[src/rtl/dpy_pkg.sv]
// Shared types and constants for the debug seven-segment pager.
// Segment byte layout: bit7 = decimal point, bits6:0 = segments g..a.
package dpy_pkg;

  typedef logic [7:0] seg_t;

  // All segments and the decimal point off.
  localparam seg_t SEG_BLANK = 8'h00;

  // Hex glyphs 0..F, active high, bit order g..a.
  localparam logic [6:0] HEX_GLYPH [16] = '{
    7'h3F, 7'h06, 7'h5B, 7'h4F, 7'h66, 7'h6D, 7'h7D, 7'h07,
    7'h7F, 7'h6F, 7'h77, 7'h7C, 7'h39, 7'h5E, 7'h79, 7'h71
  };

endpackage

[src/rtl/hex7seg.sv]
// Combinational nibble to seven-segment glyph lookup (no decimal point).
import dpy_pkg::*;

module hex7seg (
  input  logic [3:0] nibble,
  output logic [6:0] glyph
);

  // Straight table lookup.
  assign glyph = HEX_GLYPH[nibble];

endmodule

[src/rtl/debug_dpy_pager.sv]
// Debug display pager: shows one 32-bit page of page_words as hex on a
// multiplexed seven-segment display. Pages advance on a rising edge of
// next_page or periodically when auto_en is set. The shown value is a
// snapshot taken only at frame start, so a page change never tears a frame.
//
// Optional feature: define DPY_BLANK_LEADING_ZERO_EN to blank the glyphs of
// leading zero digits (digit 0 always shown, decimal points unaffected).
import dpy_pkg::*;

module debug_dpy_pager #(
  parameter int CHANNEL_CNT = 4,
  parameter int DIGIT_CNT   = 8,
  parameter int SCAN_DIV    = 100000,
  parameter int AUTO_PERIOD = 100000000,
  localparam int PW = (CHANNEL_CNT > 1) ? $clog2(CHANNEL_CNT) : 1
) (
  input  logic                      clock,
  input  logic                      reset,
  input  logic [CHANNEL_CNT*32-1:0] page_words,
  input  logic                      next_page,
  input  logic                      auto_en,
  input  logic                      freeze,
  input  logic [DIGIT_CNT-1:0]      dp_mask,
  output logic [DIGIT_CNT-1:0]      digit,
  output seg_t                      segment,
  output logic [PW-1:0]             page_idx
);

  localparam int SW = $clog2(SCAN_DIV);
  localparam int AW = $clog2(AUTO_PERIOD);
  localparam int DW = (DIGIT_CNT > 1) ? $clog2(DIGIT_CNT) : 1;

  localparam logic [SW-1:0] SCAN_LAST = SW'(SCAN_DIV - 1);
  localparam logic [AW-1:0] AUTO_LAST = AW'(AUTO_PERIOD - 1);
  localparam logic [DW-1:0] DIG_LAST  = DW'(DIGIT_CNT - 1);
  localparam logic [PW-1:0] PAGE_LAST = PW'(CHANNEL_CNT - 1);

  logic [SW-1:0] scan_cnt;
  logic          scan_tick;
  logic          frame_start;
  logic [DW-1:0] dig_idx;
  logic [AW-1:0] auto_cnt;
  logic          auto_wrap;
  logic          manual_adv;
  logic          page_adv;
  logic          next_page_q;
  logic [31:0]   page_sel;
  logic [31:0]   snapshot;
  logic [3:0]    nibble;
  logic [6:0]    glyph;
  logic          dp_bit;
  logic          blank;

  assign scan_tick   = (scan_cnt == SCAN_LAST);
  assign frame_start = scan_tick && (dig_idx == DIG_LAST);

  // A manual edge and an auto wrap in the same cycle merge into one advance.
  assign manual_adv = next_page & ~next_page_q;
  assign auto_wrap  = auto_en && (auto_cnt == AUTO_LAST);
  assign page_adv   = manual_adv | auto_wrap;

  // Scan prescaler: the wrap cycle is the scan tick.
  always_ff @(posedge clock or posedge reset) begin
    if (reset)          scan_cnt <= '0;
    else if (scan_tick) scan_cnt <= '0;
    else                scan_cnt <= scan_cnt + 1'b1;
  end

  // Active digit index, stepped once per scan tick.
  always_ff @(posedge clock or posedge reset) begin
    if (reset) begin
      dig_idx <= '0;
    end else if (scan_tick) begin
      dig_idx <= (dig_idx == DIG_LAST) ? '0 : dig_idx + 1'b1;
    end
  end

  // Previous next_page level for rising-edge detection.
  always_ff @(posedge clock or posedge reset) begin
    if (reset) next_page_q <= 1'b0;
    else       next_page_q <= next_page;
  end

  // Auto-advance counter: idle at 0 when disabled, restarted by any advance.
  always_ff @(posedge clock or posedge reset) begin
    if (reset)                           auto_cnt <= '0;
    else if (!auto_en || page_adv)       auto_cnt <= '0;
    else                                 auto_cnt <= auto_cnt + 1'b1;
  end

  // Page index; a single-page build never moves.
  always_ff @(posedge clock or posedge reset) begin
    if (reset) begin
      page_idx <= '0;
    end else if ((CHANNEL_CNT > 1) && page_adv) begin
      page_idx <= (page_idx == PAGE_LAST) ? '0 : page_idx + 1'b1;
    end
  end

  // Select the current page word.
  always_comb begin
    page_sel = '0;
    for (int k = 0; k < CHANNEL_CNT; k++) begin
      if (page_idx == PW'(k)) page_sel = page_words[k*32 +: 32];
    end
  end

  // Snapshot is refreshed only at frame start, and not while frozen.
  always_ff @(posedge clock or posedge reset) begin
    if (reset)                        snapshot <= '0;
    else if (frame_start && !freeze)  snapshot <= page_sel;
  end

  // Pick the active digit's nibble and decimal-point enable.
  always_comb begin
    nibble = '0;
    dp_bit = 1'b0;
    for (int i = 0; i < DIGIT_CNT; i++) begin
      if (dig_idx == DW'(i)) begin
        nibble = snapshot[i*4 +: 4];
        dp_bit = dp_mask[i];
      end
    end
  end

`ifdef DPY_BLANK_LEADING_ZERO_EN
  // Blank when this digit and every digit above it are zero, except digit 0.
  always_comb begin
    logic upper_zero;
    upper_zero = 1'b1;
    for (int i = 0; i < DIGIT_CNT; i++) begin
      if ((DW'(i) >= dig_idx) && (snapshot[i*4 +: 4] != 4'h0)) upper_zero = 1'b0;
    end
    blank = (dig_idx != '0) && upper_zero;
  end
`else
  assign blank = 1'b0;
`endif

  hex7seg u_hex7seg (
    .nibble (nibble),
    .glyph  (glyph)
  );

  // Registered digit/segment drive, loaded on each scan tick.
  always_ff @(posedge clock or posedge reset) begin
    if (reset) begin
      digit   <= '0;
      segment <= SEG_BLANK;
    end else if (scan_tick) begin
      digit   <= DIGIT_CNT'(1) << dig_idx;
      segment <= {dp_bit, (blank ? 7'h00 : glyph)};
    end
  end

endmodule

[config.mk]
export PLATFORM = sky130hd
export DESIGN_NAME = debug_dpy_pager
export DESIGN_NICKNAME = d
export VERILOG_FILES = /design/src/rtl/dpy_pkg.sv /design/src/rtl/hex7seg.sv /design/src/rtl/debug_dpy_pager.sv
export SDC_FILE = /design/constraint.sdc
export NUM_CORES = 1
export LEC_CHECK = 0
export CAP_MARGIN = 20
export CORE_MARGIN = 3
export CORE_UTILIZATION = 50
export DETAILED_ROUTE_END_ITERATION = 8
export GPL_TIMING_DRIVEN = 0
export PLACE_DENSITY = 0.82
export SLEW_MARGIN = 20
export SYNTH_ARGS = -nofsm -noshare
export SYNTH_HDL_FRONTEND = slang
export SYNTH_HIERARCHICAL = 1
export SYNTH_SLANG_ARGS = --single-unit
[constraint.sdc]
create_clock -name clock -period 6.12 [get_ports clock]
set_input_delay 0.918 -clock clock [delete_from_list [all_inputs] [get_ports clock]]
set_output_delay 0.918 -clock clock [all_outputs]
set_load 0.01 [all_outputs]
==> results of run 1 <==
==> routing by layer <==
layer,global-route usage,share of wire
met1,0.352,0.43
met5,0,0
met4,0.0812,0.022
met2,0.420,0.47
met3,0.0731,0.073
==> area by class of cell <==
class	instances	share of cell area
clock buffers	10	0.0294
plain buffers	50	0.0300
inverters	54	0.0259
clock inverters	6	0.00800
well taps	143	0.0220
repair buffers	159	0.198
multi-input cells	537	0.385
flip-flops and latches	98	0.302
==> placed cells by master, fill, tap and decap left out, drive strengths merged, types with 2 or more instances in the layout <==
cell type,count
or3,6
nand4,13
inv,55
and2,2
xor2,21
clkinv,3
and3,4
nand3,16
o32ai,4
a22oi,34
and4,4
nand2b,3
mux2,7
a21oi,115
nand2,100
nor4,4
dfrtp,98
buf,15
clkbuf,46
nor2b,6
nor2,84
o21ai,44
nor4b,2
a221o,4
o211ai,4
clkdlybuf4s50,158
xnor2,14
mux2i,2
nor3,7
ha,19
or3b,2
==> state kept, by name, indices dropped and copies added, names as in the netlist <==
signal / cells
next_page_q: 1
segment: 8
digit: 8
page_idx: 2
auto_cnt: 27
dig_idx: 3
snapshot: 32
scan_cnt: 17
==> per-stage QoR <==
stage	hold WS [ps]	util	instance area (um^2)	total power, mW
floorplan	450	-	6030	1.21
global placement	450	0.671	7790	1.54
detailed placement	456	0.674	7820	1.55
CTS	472	0.700	8130	2.12
global route	497	0.700	8130	2.26
finish	465	0.700	8130	2.13
==> cell families after synthesis <==
family	synth area share
AO/OA/AOI/OAI	0.208
XOR/XNOR	0.0508
adder cells (fa/ha/maj)	0.0394
buffers and inverters	0.0745
flip-flops	0.407
multiplexers	0.0201
AND/OR/NAND/NOR	0.201
==> path summary, 6_finish.rpt <==
path                       depth (start not counted)            to        from  slack [ps]
max                                               14    segment[3]  dig_idx[2]        2510
min                                                2      digit[7]    digit[7]         470
max reg2reg                                       14    segment[3]  dig_idx[2]        2510
min reg2reg                                        2      digit[7]    digit[7]         470
max in group asynchronous                          3  snapshot[29]       reset        4620
min in group asynchronous                          2  auto_cnt[15]       reset         850
==> worst max-delay path, delay by kind of cell, from the launching register on <==
family / cells / cell delay, ps
flops: 1 / 400
buf+inv: 4 / 1050
compound gates: 3 / 590
mux: 1 / 450
simple gates: 4 / 410
fa+ha+maj: 2 / 600
==> power by group <==
| part | internal (mW) | switching [mW] | leakage (nW) | total (mW) |
|---|---|---|---|---|
| Combinational | 0.329 | 0.556 | 2.04 | 0.885 |
| Clock | 0.329 | 0.247 | 0.149 | 0.575 |
| Sequential | 0.656 | 0.0114 | 1.35 | 0.667 |
| Total | 1.31 | 0.814 | 3.53 | 2.13 |
==> synthesized netlist by cell type (2+ instances only) <==
| cell | n |
|---|---|
| a21oi_1 | 115 |
| a221o_1 | 4 |
| a22oi_1 | 34 |
| and2_1 | 2 |
| and3_1 | 4 |
| and4_1 | 4 |
| buf_1 | 3 |
| buf_2 | 3 |
| buf_4 | 2 |
| buf_6 | 6 |
| clkbuf_1 | 36 |
| dfrtp_1 | 98 |
| ha_1 | 19 |
| inv_1 | 53 |
| mux2_1 | 2 |
| mux2_2 | 5 |
| mux2i_1 | 2 |
| nand2_1 | 100 |
| nand2b_1 | 3 |
| nand3_1 | 16 |
| nand4_1 | 12 |
| nor2_1 | 84 |
| nor2b_1 | 6 |
| nor3_1 | 6 |
| nor4_1 | 2 |
| nor4_4 | 2 |
| nor4b_2 | 2 |
| o211ai_1 | 4 |
| o21ai_0 | 43 |
| o32ai_1 | 4 |
| or3_1 | 6 |
| or3b_2 | 2 |
| xnor2_1 | 14 |
| xor2_1 | 21 |
==> reports/qor_table.md, run 1 <==
| Result | Value | Unit |
| --- | --- | --- |
| Register bit total from synthesis | 98 | - |
| CTS tree | built | - |
| Via density | 5.63 | - |
| Total wire length after detailed routing | 17.2 | mm |
| Avg Cell Area, Syn | 8.16 | um^2 |
| Max cap viols | 0 | - |
| Total gr overflow | 0 | - |
| Largest area contributor in the netlist | dfrtp_1 | - |
| Total inserted antenna cells | 0 | - |
| Die Y-Extent | 116 | um |
| Net count reported at finish | 1069 | - |
| Length of the first detailed-routing pass in iterations | 5 | - |
| Sequential cell area fraction in the yosys report | 0.407 | - |
| Post-route setup TNS | 0 | ps |
| Final cell count without fillers | 1057 | - |
| Final worst-path setup slack | 2510 | ps |
| Slew @ Worst Pin | 605 | ps |
| Type of element capturing the critical path | flop | - |
| Hold Vio Cnt, Final | 0 | - |
| Stage delay of the slowest cell on the critical path | 450 | ps |
| Die area | 13400 | um^2 |
| Setup repair after global routing missed its margin | false | - |
| Final Max Slew Viols | 0 | - |
| DRC violation count after routing | 0 | - |
| Power density over the cells | 262 | nW/um^2 |
| Cell-by-cell listing of the critical path | inv_1 -> clkbuf_1 -> ha_1 -> clkbuf_1 -> nand2_1 -> o32ai_1 -> a21oi_1 -> nor3_1 -> a221o_1 -> inv_1 -> ha_1 -> mux4_2 -> nand2_1 -> nand2_1 | - |
| Via Count | 5950 | - |
| WL per Instance | 16.3 | um |
| Headroom to the max-slew limit | 0.597 | - |
| CP Data Required Time | 6360 | ps |
| CTS Sinks | 98 | - |
| Top Ports | 159 | - |
| Chip width | 116 | um |
| Effective utilization at floorplan | 0.519 | - |
| Post-Place Cells | 1041 | - |
| Startpoint types | flop | - |
| Final-report setup violation count | 0 | - |
| Most used cell along the critical path | nand2_1 | - |
| Gpl congestion | 0.885 | - |
| Max stage delay cell, worst path | mux4_2 | - |
| Static power due to leakage | 3.53 | nW |
| Worst min-delay path category | flop to flop | - |
| Site row count | 39 | - |
| Postcts setup bufs | 0 | - |
| Core area | 11600 | um^2 |
| Post-synth net total | 899 | - |
| Clock transition at path regs | 70 | ps |
| Proportion of netlist area held by the largest area contributor | 0.407 | - |
| Ys async rst share | 1.00 | - |
| Arrival time of data at the critical path endpoint | 3850 | ps |
| TritonCTS buffer count | 9 | - |
| Htree depth | 3 | - |
| Post-route antenna net violation count | 0 | - |
| Final min period | 3610 | ps |
| Maximum clock frequency | 277 | MHz |
| Port buffer count | 158 | - |
| Result of the run | finished, final reports clean | - |
| Worst-case vdd ir drop | 0.000233 | V |
| Share of final-layout standard cells stronger than drive strength 1 | 0.0503 | - |
| Iteration-0 DRC count of the detailed router | 593 | - |
| Max Root-Sink Buffers | 2 | - |
| Vias in the first global route | 5736 | - |
| Most area-consuming cells after synthesis | dfrtp_1, a21oi_1, nand2_1, nor2_1, a22oi_1 | - |
| Antenna violations before repair | 0 | - |
| Post-Synthesis Cell Area | 6030 | um^2 |
| Warnings, synthesis | 6 | - |
| First-pass GRT wire length | 27.8 | mm |
| Count of hold buffers inserted by post-cts repair | 0 | - |
| Clk_skew | 7.23 | ps |
| Count of flip-flops with a built-in enable after synthesis | 0 | - |
| Synth cell types | 54 | - |
| Post-DP HPWL | 13.0 | mm |
| Growth of design area from synthesis to finish | 34.8 | % |
| Total track usage | 0.264 | - |
| Most used flip-flop cell after synthesis | dfrtp_1 | - |
| Maximum fanout encountered on the critical timing path | 10 | - |
| Flip-flop and latch area | 2450 | um^2 |
| Area of combinational cells with multiple inputs | 3130 | um^2 |
| Clk Latency, worst-skew pair | 350 | ps |
| Maximum number of pins on one net before global-route repair | 84 | - |
| Synthesized instance count | 739 | - |
| Fin crit share | 0.590 | - |
| Startpoint-to-endpoint class of the critical path | flop to flop | - |
| Cells resized by post-CTS repair | 0 | - |
| Worst setup timing slack at the placement stage | 2610 | ps |
| Number of filler cells placed in the layout | 944 | - |
| Cell at the root of the clock tree | clkbuf_16 | - |
Note: power is estimated with default switching activity, not from simulation.
==> run 2, diff against run 1 <==
--- a/config.mk
+++ b/config.mk
@@ -7,10 +7,10 @@
 export LEC_CHECK = 0
 export CAP_MARGIN = 20
 export CORE_MARGIN = 3
-export CORE_UTILIZATION = 50
+export CORE_UTILIZATION = 45
 export DETAILED_ROUTE_END_ITERATION = 8
 export GPL_TIMING_DRIVEN = 0
-export PLACE_DENSITY = 0.82
+export PLACE_DENSITY = 0.78
 export SLEW_MARGIN = 20
 export SYNTH_ARGS = -nofsm -noshare
 export SYNTH_HDL_FRONTEND = slang
==> constraint.sdc (replaced) <==
create_clock -name clock -period 3.3 [get_ports clock]
set_input_delay 0.495 -clock clock [delete_from_list [all_inputs] [get_ports clock]]
set_output_delay 0.495 -clock clock [all_outputs]
set_load 0.01 [all_outputs]
==> reports/qor_table.md, run 2 (synthesis results as in run 1) <==
| Result | Value | Unit |
| --- | --- | --- |
| Startpoint types | flop | - |
| Worst-case vdd ir drop | 0.000347 | V |
| Seq pwr share | 0.315 | - |
| Die Y-Extent | 122 | um |
| Max stage delay cell, worst path | mux4_2 | - |
| Maximum number of pins on one net before global-route repair | 83 | - |
| Met3 layer wire length in the routed design | 1.06 | mm |
| Internal Pwr Total | 2.46 | mW |
| Count of hold buffers inserted by post-cts repair | 0 | - |
| Antenna violations before repair | 0 | - |
| Iteration-0 DRC count of the detailed router | 401 | - |
| Post-route setup TNS | 0 | ps |
| Cell at the root of the clock tree | clkbuf_16 | - |
| Die area | 14800 | um^2 |
| Clk_skew | 5.35 | ps |
| Effective utilization at floorplan | 0.468 | - |
| Port buffer count | 158 | - |
| Final Max Slew Viols | 0 | - |
| CP Data Required Time | 3530 | ps |
| Vias in the first global route | 5652 | - |
| Max cap viols | 0 | - |
| Delay-heaviest family, CP | adder cells | - |
| Total wire length after detailed routing | 17.5 | mm |
| Length of the first detailed-routing pass in iterations | 5 | - |
| Largest registers ranked by flip-flop count | snapshot (32), auto_cnt (27), scan_cnt (17) | - |
| Type of element capturing the critical path | flop | - |
| Final min period | 3150 | ps |
| WL per Instance | 16.0 | um |
| Critical path buffer and inverter count | 2 | - |
| Wire length on met1 | 7.87 | mm |
| Met2 routed WL | 8.22 | mm |
| Power density over the cells | 478 | nW/um^2 |
| Most used cell along the critical path | ha_1 | - |
| Share of final-layout standard cells stronger than drive strength 1 | 0.0632 | - |
| Fraction of power consumed by combinational cells | 0.414 | - |
| Number of flip-flops under the largest register name | 32 | - |
| Post-route antenna net violation count | 0 | - |
| Highest layer used for signal routing | met4 | - |
| Chip width | 122 | um |
| Stage delay of the slowest cell on the critical path | 470 | ps |
| Cell-by-cell listing of the critical path | ha_1 -> ha_1 -> clkbuf_2 -> o32ai_2 -> a21oi_1 -> nor3_1 -> a221o_1 -> inv_1 -> ha_1 -> mux4_2 -> nand2_1 -> nand2_1 | - |
| Worst path depth | 12 | - |
| Cell count of the worst reg-to-reg path | 12 | - |
| Via density | 5.40 | - |
| Register with the highest flop count | snapshot | - |
| Htree depth | 3 | - |
| Total track usage | 0.239 | - |
| Clk Latency, worst-skew pair | 340 | ps |
| Gpl congestion | 0.870 | - |
| Post-DP HPWL | 13.0 | mm |
| Result of the run | finished, final reports clean | - |
| Static power due to leakage | 3.57 | nW |
| Total inserted antenna cells | 0 | - |
| Leading cell type in the layout, fill and taps excluded | clkdlybuf4s50_1 | - |
| Most used cells in the layout excluding fill and tap cells | clkdlybuf4s50_1, a21oi_1, nand2_1 | - |
| Net count reported at finish | 1073 | - |
| Switching fraction of total power | 0.376 | - |
| CTS Sinks | 98 | - |
| Maximum fanout encountered on the critical timing path | 10 | - |
| Clock Power Share | 0.271 | - |
| Arrival time of data at the critical path endpoint | 3380 | ps |
| TritonCTS buffer count | 9 | - |
| CTS tree | built | - |
| Slew @ Worst Pin | 545 | ps |
| Max Root-Sink Buffers | 2 | - |
| DRC violation count after routing | 0 | - |
| Clock transition at path regs | 60 | ps |
| Growth of design area from synthesis to finish | 36.4 | % |
| Maximum clock frequency | 318 | MHz |
| Via Count | 5885 | - |
| Post-Place Cell Area | 7860 | um^2 |
| Switch Pwr | 1.48 | mW |
| Final-report setup violation count | 0 | - |
| Total gr overflow | 0 | - |
| Worst hold-check slack | 451 | ps |
| Site row count | 41 | - |
| Hold Vio Cnt, Final | 0 | - |
| Startpoint-to-endpoint class of the critical path | flop to flop | - |
| Final standard cell area without fillers | 8230 | um^2 |
| Worst min-delay path category | primary input to asynchronous set/reset pin | - |
| Top Ports | 159 | - |
| Fin crit share | 0.954 | - |
| First-pass GRT wire length | 28.0 | mm |
| Core area | 12900 | um^2 |
| Headroom to the max-slew limit | 0.636 | - |
==> run 2: path summary, 6_finish.rpt <==
kind / start / to / slack (ps)
setup reg to reg: dig_idx[0] / segment[3] / 150
min in group clock: segment[6] / segment[6] / 460
hold reg to reg: segment[6] / segment[6] / 460
hold / removal: reset / auto_cnt[19] / 450
max in group asynchronous: reset / dig_idx[2] / 2210
setup / recovery: dig_idx[0] / segment[3] / 150
==> run 2: per-stage QoR <==
stage          setup WS [ps]  power (mW)  utilization  std cells
2_1_floorplan            243        2.24            -        739
3_3_place_gp           -1220        2.84        0.608       1069
3_5_place_dp            -175        2.86        0.610       1070
4_1_cts                 8.89        3.92        0.634       1085
5_1_grt                -23.5        4.16        0.639       1090
6_report                 151        3.93        0.639       1090
==> run 2: layer usage <==
layer,up-vias,global-route usage
met5,-,0
met4,0,0.0707
met3,22,0.0376
met2,185,0.382
met1,2790,0.336
li1,2888,-
==> run 2: area by class of cell <==
type                            count  area (um^2)
Fill cell                        1142         4650
Multi-Input combinational cell    537         3160
Sequential cell                    98         2450
Timing Repair Buffer              164         1650
Clock buffer                       14          264
Buffer                             49          245
Tap cell                          172          215
Inverter                           54          214
Clock inverter                      2         35.0
==> run 2: timing repair <==
item,CTS,global route
hold endpoints to repair,0,0
setup buffers,0,5
gates resized for setup,2,14
endpoints found under the setup margin,3,5
==> run 2: power groups by stage <==
stage,combinational [mW],sequential (mW),clock [mW]
after floorplan,0.980,1.26,0
after global placement,1.57,1.26,0
after detailed placement,1.59,1.26,0
after CTS,1.61,1.24,1.08
after global routing,1.80,1.24,1.12
final,1.63,1.24,1.07
==> run 3, diff against run 2 <==
--- a/config.mk
+++ b/config.mk
@@ -8,6 +8,7 @@
 export CAP_MARGIN = 20
 export CORE_MARGIN = 3
 export CORE_UTILIZATION = 45
+export CTS_BUF_LIST = sky130_fd_sc_hd__clkbuf_4 sky130_fd_sc_hd__clkbuf_8 sky130_fd_sc_hd__clkbuf_16
 export DETAILED_ROUTE_END_ITERATION = 8
 export GPL_TIMING_DRIVEN = 0
 export PLACE_DENSITY = 0.78
==> reports/qor_table.md, run 3 (synthesis results as in run 1) <==
| Result | Value | Unit |
| --- | --- | --- |
| Result of the run | finished, final reports clean | - |
| Total wire length after detailed routing | 17.4 | mm |
| Core area | 12900 | um^2 |
| Clock transition at path regs | 60 | ps |
| Clk Latency, worst-skew pair | 340 | ps |
| Net count reported at finish | 1071 | - |
| WL per Instance | 16.0 | um |
| Most used cells in the layout excluding fill and tap cells | clkdlybuf4s50_1, a21oi_1, nand2_1 | - |
| Antenna violations before repair | 0 | - |
| Site row count | 41 | - |
| Post-DP HPWL | 13.0 | mm |
| Arrival time of data at the critical path endpoint | 3370 | ps |
| Worst-case vdd ir drop | 0.000348 | V |
| Max cap viols | 0 | - |
| Final Max Slew Viols | 0 | - |
| CP Data Required Time | 3530 | ps |
| Count of hold buffers inserted by post-cts repair | 0 | - |
| Power density over the cells | 481 | nW/um^2 |
| Final worst-path setup slack | 164 | ps |
| Effective utilization at floorplan | 0.468 | - |
| Share of final-layout standard cells stronger than drive strength 1 | 0.0644 | - |
| Final-report setup violation count | 0 | - |
| Htree depth | 3 | - |
| Total inserted antenna cells | 0 | - |
| Maximum number of pins on one net before global-route repair | 83 | - |
| Final min period | 3140 | ps |
| Slew @ Worst Pin | 541 | ps |
| Number of flip-flops under the largest register name | 32 | - |
| Growth of design area from synthesis to finish | 36.4 | % |
| Final cell count without fillers | 1088 | - |
| Leading cell type in the layout, fill and taps excluded | clkdlybuf4s50_1 | - |
| Gpl congestion | 0.870 | - |
| Tot Pwr | 3.96 | mW |
| Total track usage | 0.239 | - |
| Met2 routed WL | 8.21 | mm |
| Met3 layer wire length in the routed design | 1.03 | mm |
| Iteration-0 DRC count of the detailed router | 436 | - |
| Clk_skew | 4.62 | ps |
| Worst min-delay path category | primary input to asynchronous set/reset pin | - |
| Wire length on met1 | 7.87 | mm |
| Fin crit share | 0.950 | - |
| Startpoint-to-endpoint class of the critical path | flop to flop | - |
| Startpoint types | flop | - |
| Post-route antenna net violation count | 0 | - |
| Via Count | 5883 | - |
| Max Root-Sink Buffers | 2 | - |
| Length of the first detailed-routing pass in iterations | 5 | - |
| Port buffer count | 158 | - |
| Vias in the first global route | 5645 | - |
| Static power due to leakage | 3.57 | nW |
| Top Ports | 159 | - |
| Post-Place Cells | 1070 | - |
| Chip width | 122 | um |
| DRC violation count after routing | 0 | - |
| Headroom to the max-slew limit | 0.639 | - |
| Hold Vio Cnt, Final | 0 | - |
| Cell at the root of the clock tree | clkbuf_16 | - |
| Register with the highest flop count | snapshot | - |
| Total gr overflow | 0 | - |
| Highest layer used for signal routing | met4 | - |
| TritonCTS buffer count | 9 | - |
| CTS tree | built | - |
| Post-route setup TNS | 0 | ps |
| Maximum fanout encountered on the critical timing path | 10 | - |
| Largest registers ranked by flip-flop count | snapshot (32), auto_cnt (27), scan_cnt (17) | - |
| Maximum clock frequency | 319 | MHz |
| Die area | 14800 | um^2 |
| CTS Sinks | 98 | - |
| Type of element capturing the critical path | flop | - |
| Worst setup timing slack at the placement stage | -175 | ps |
| Die Y-Extent | 122 | um |
| First-pass GRT wire length | 28.0 | mm |
| Via density | 5.41 | - |
-- run 3: path summary, 6_finish.rpt --
kind | start | end | slack (ps) | depth (start not counted)
max | dig_idx[0] | segment[3] | 160 | 12
min | reset | auto_cnt[19] | 450 | 2
max reg2reg | dig_idx[0] | segment[3] | 160 | 12
min reg2reg | segment[6] | segment[6] | 460 | 2
max in group asynchronous | reset | snapshot[18] | 2230 | 3
min in group clock | segment[6] | segment[6] | 460 | 2
-- run 3: layout make-up --
| type | count | area (um^2) |
|---|---|---|
| Buffer | 49 | 245 |
| Clock buffer | 14 | 275 |
| Clock inverter | 2 | 35.0 |
| Fill cell | 1144 | 4650 |
| Inverter | 54 | 214 |
| Multi-Input combinational cell | 537 | 3160 |
| Sequential cell | 98 | 2450 |
| Tap cell | 172 | 215 |
| Timing Repair Buffer | 162 | 1630 |
-- run 3: per-stage QoR --
step                 util  hold WS (ps)  cell area [um^2]
CTS                 0.635           450              8170
global placement    0.608           448              7830
finish              0.639           449              8220
floorplan               -           450              6030
global route        0.639           469              8220
detailed placement  0.610           455              7860
-- run 3: routing by layer --
layer | global-route usage | up-vias
met5 | 0 | -
met2 | 0.382 | 187
li1 | - | 2882
met3 | 0.0376 | 22
met4 | 0.0707 | 0
met1 | 0.337 | 2792
-- run 3: critical path, stage by stage, from the launching register on --
cell and delay (ps):
dfrtp_1 410, ha_1 250, ha_1 260, clkbuf_2 220, o32ai_2 290, a21oi_1 90
nor3_1 220, a221o_1 220, inv_1 120, ha_1 330, mux4_2 470, nand2_1 90
nand2_1 50
-- run 3: report_power, final --
| group | internal [mW] | total [mW] | leakage (nW) | switching, mW |
|---|---|---|---|---|
| Sequential | 1.22 | 1.24 | 1.35 | 0.0235 |
| Clock | 0.654 | 1.09 | 0.157 | 0.438 |
| Combinational | 0.611 | 1.63 | 2.07 | 1.02 |
-- run 3: what timing repair did --
| item | CTS | global route |
|---|---|---|
| pin swaps | 0 | 0 |
| setup buffers | 0 | 3 |
| resized for setup | 2 | 14 |
| endpoints found under the setup margin | 2 | 5 |
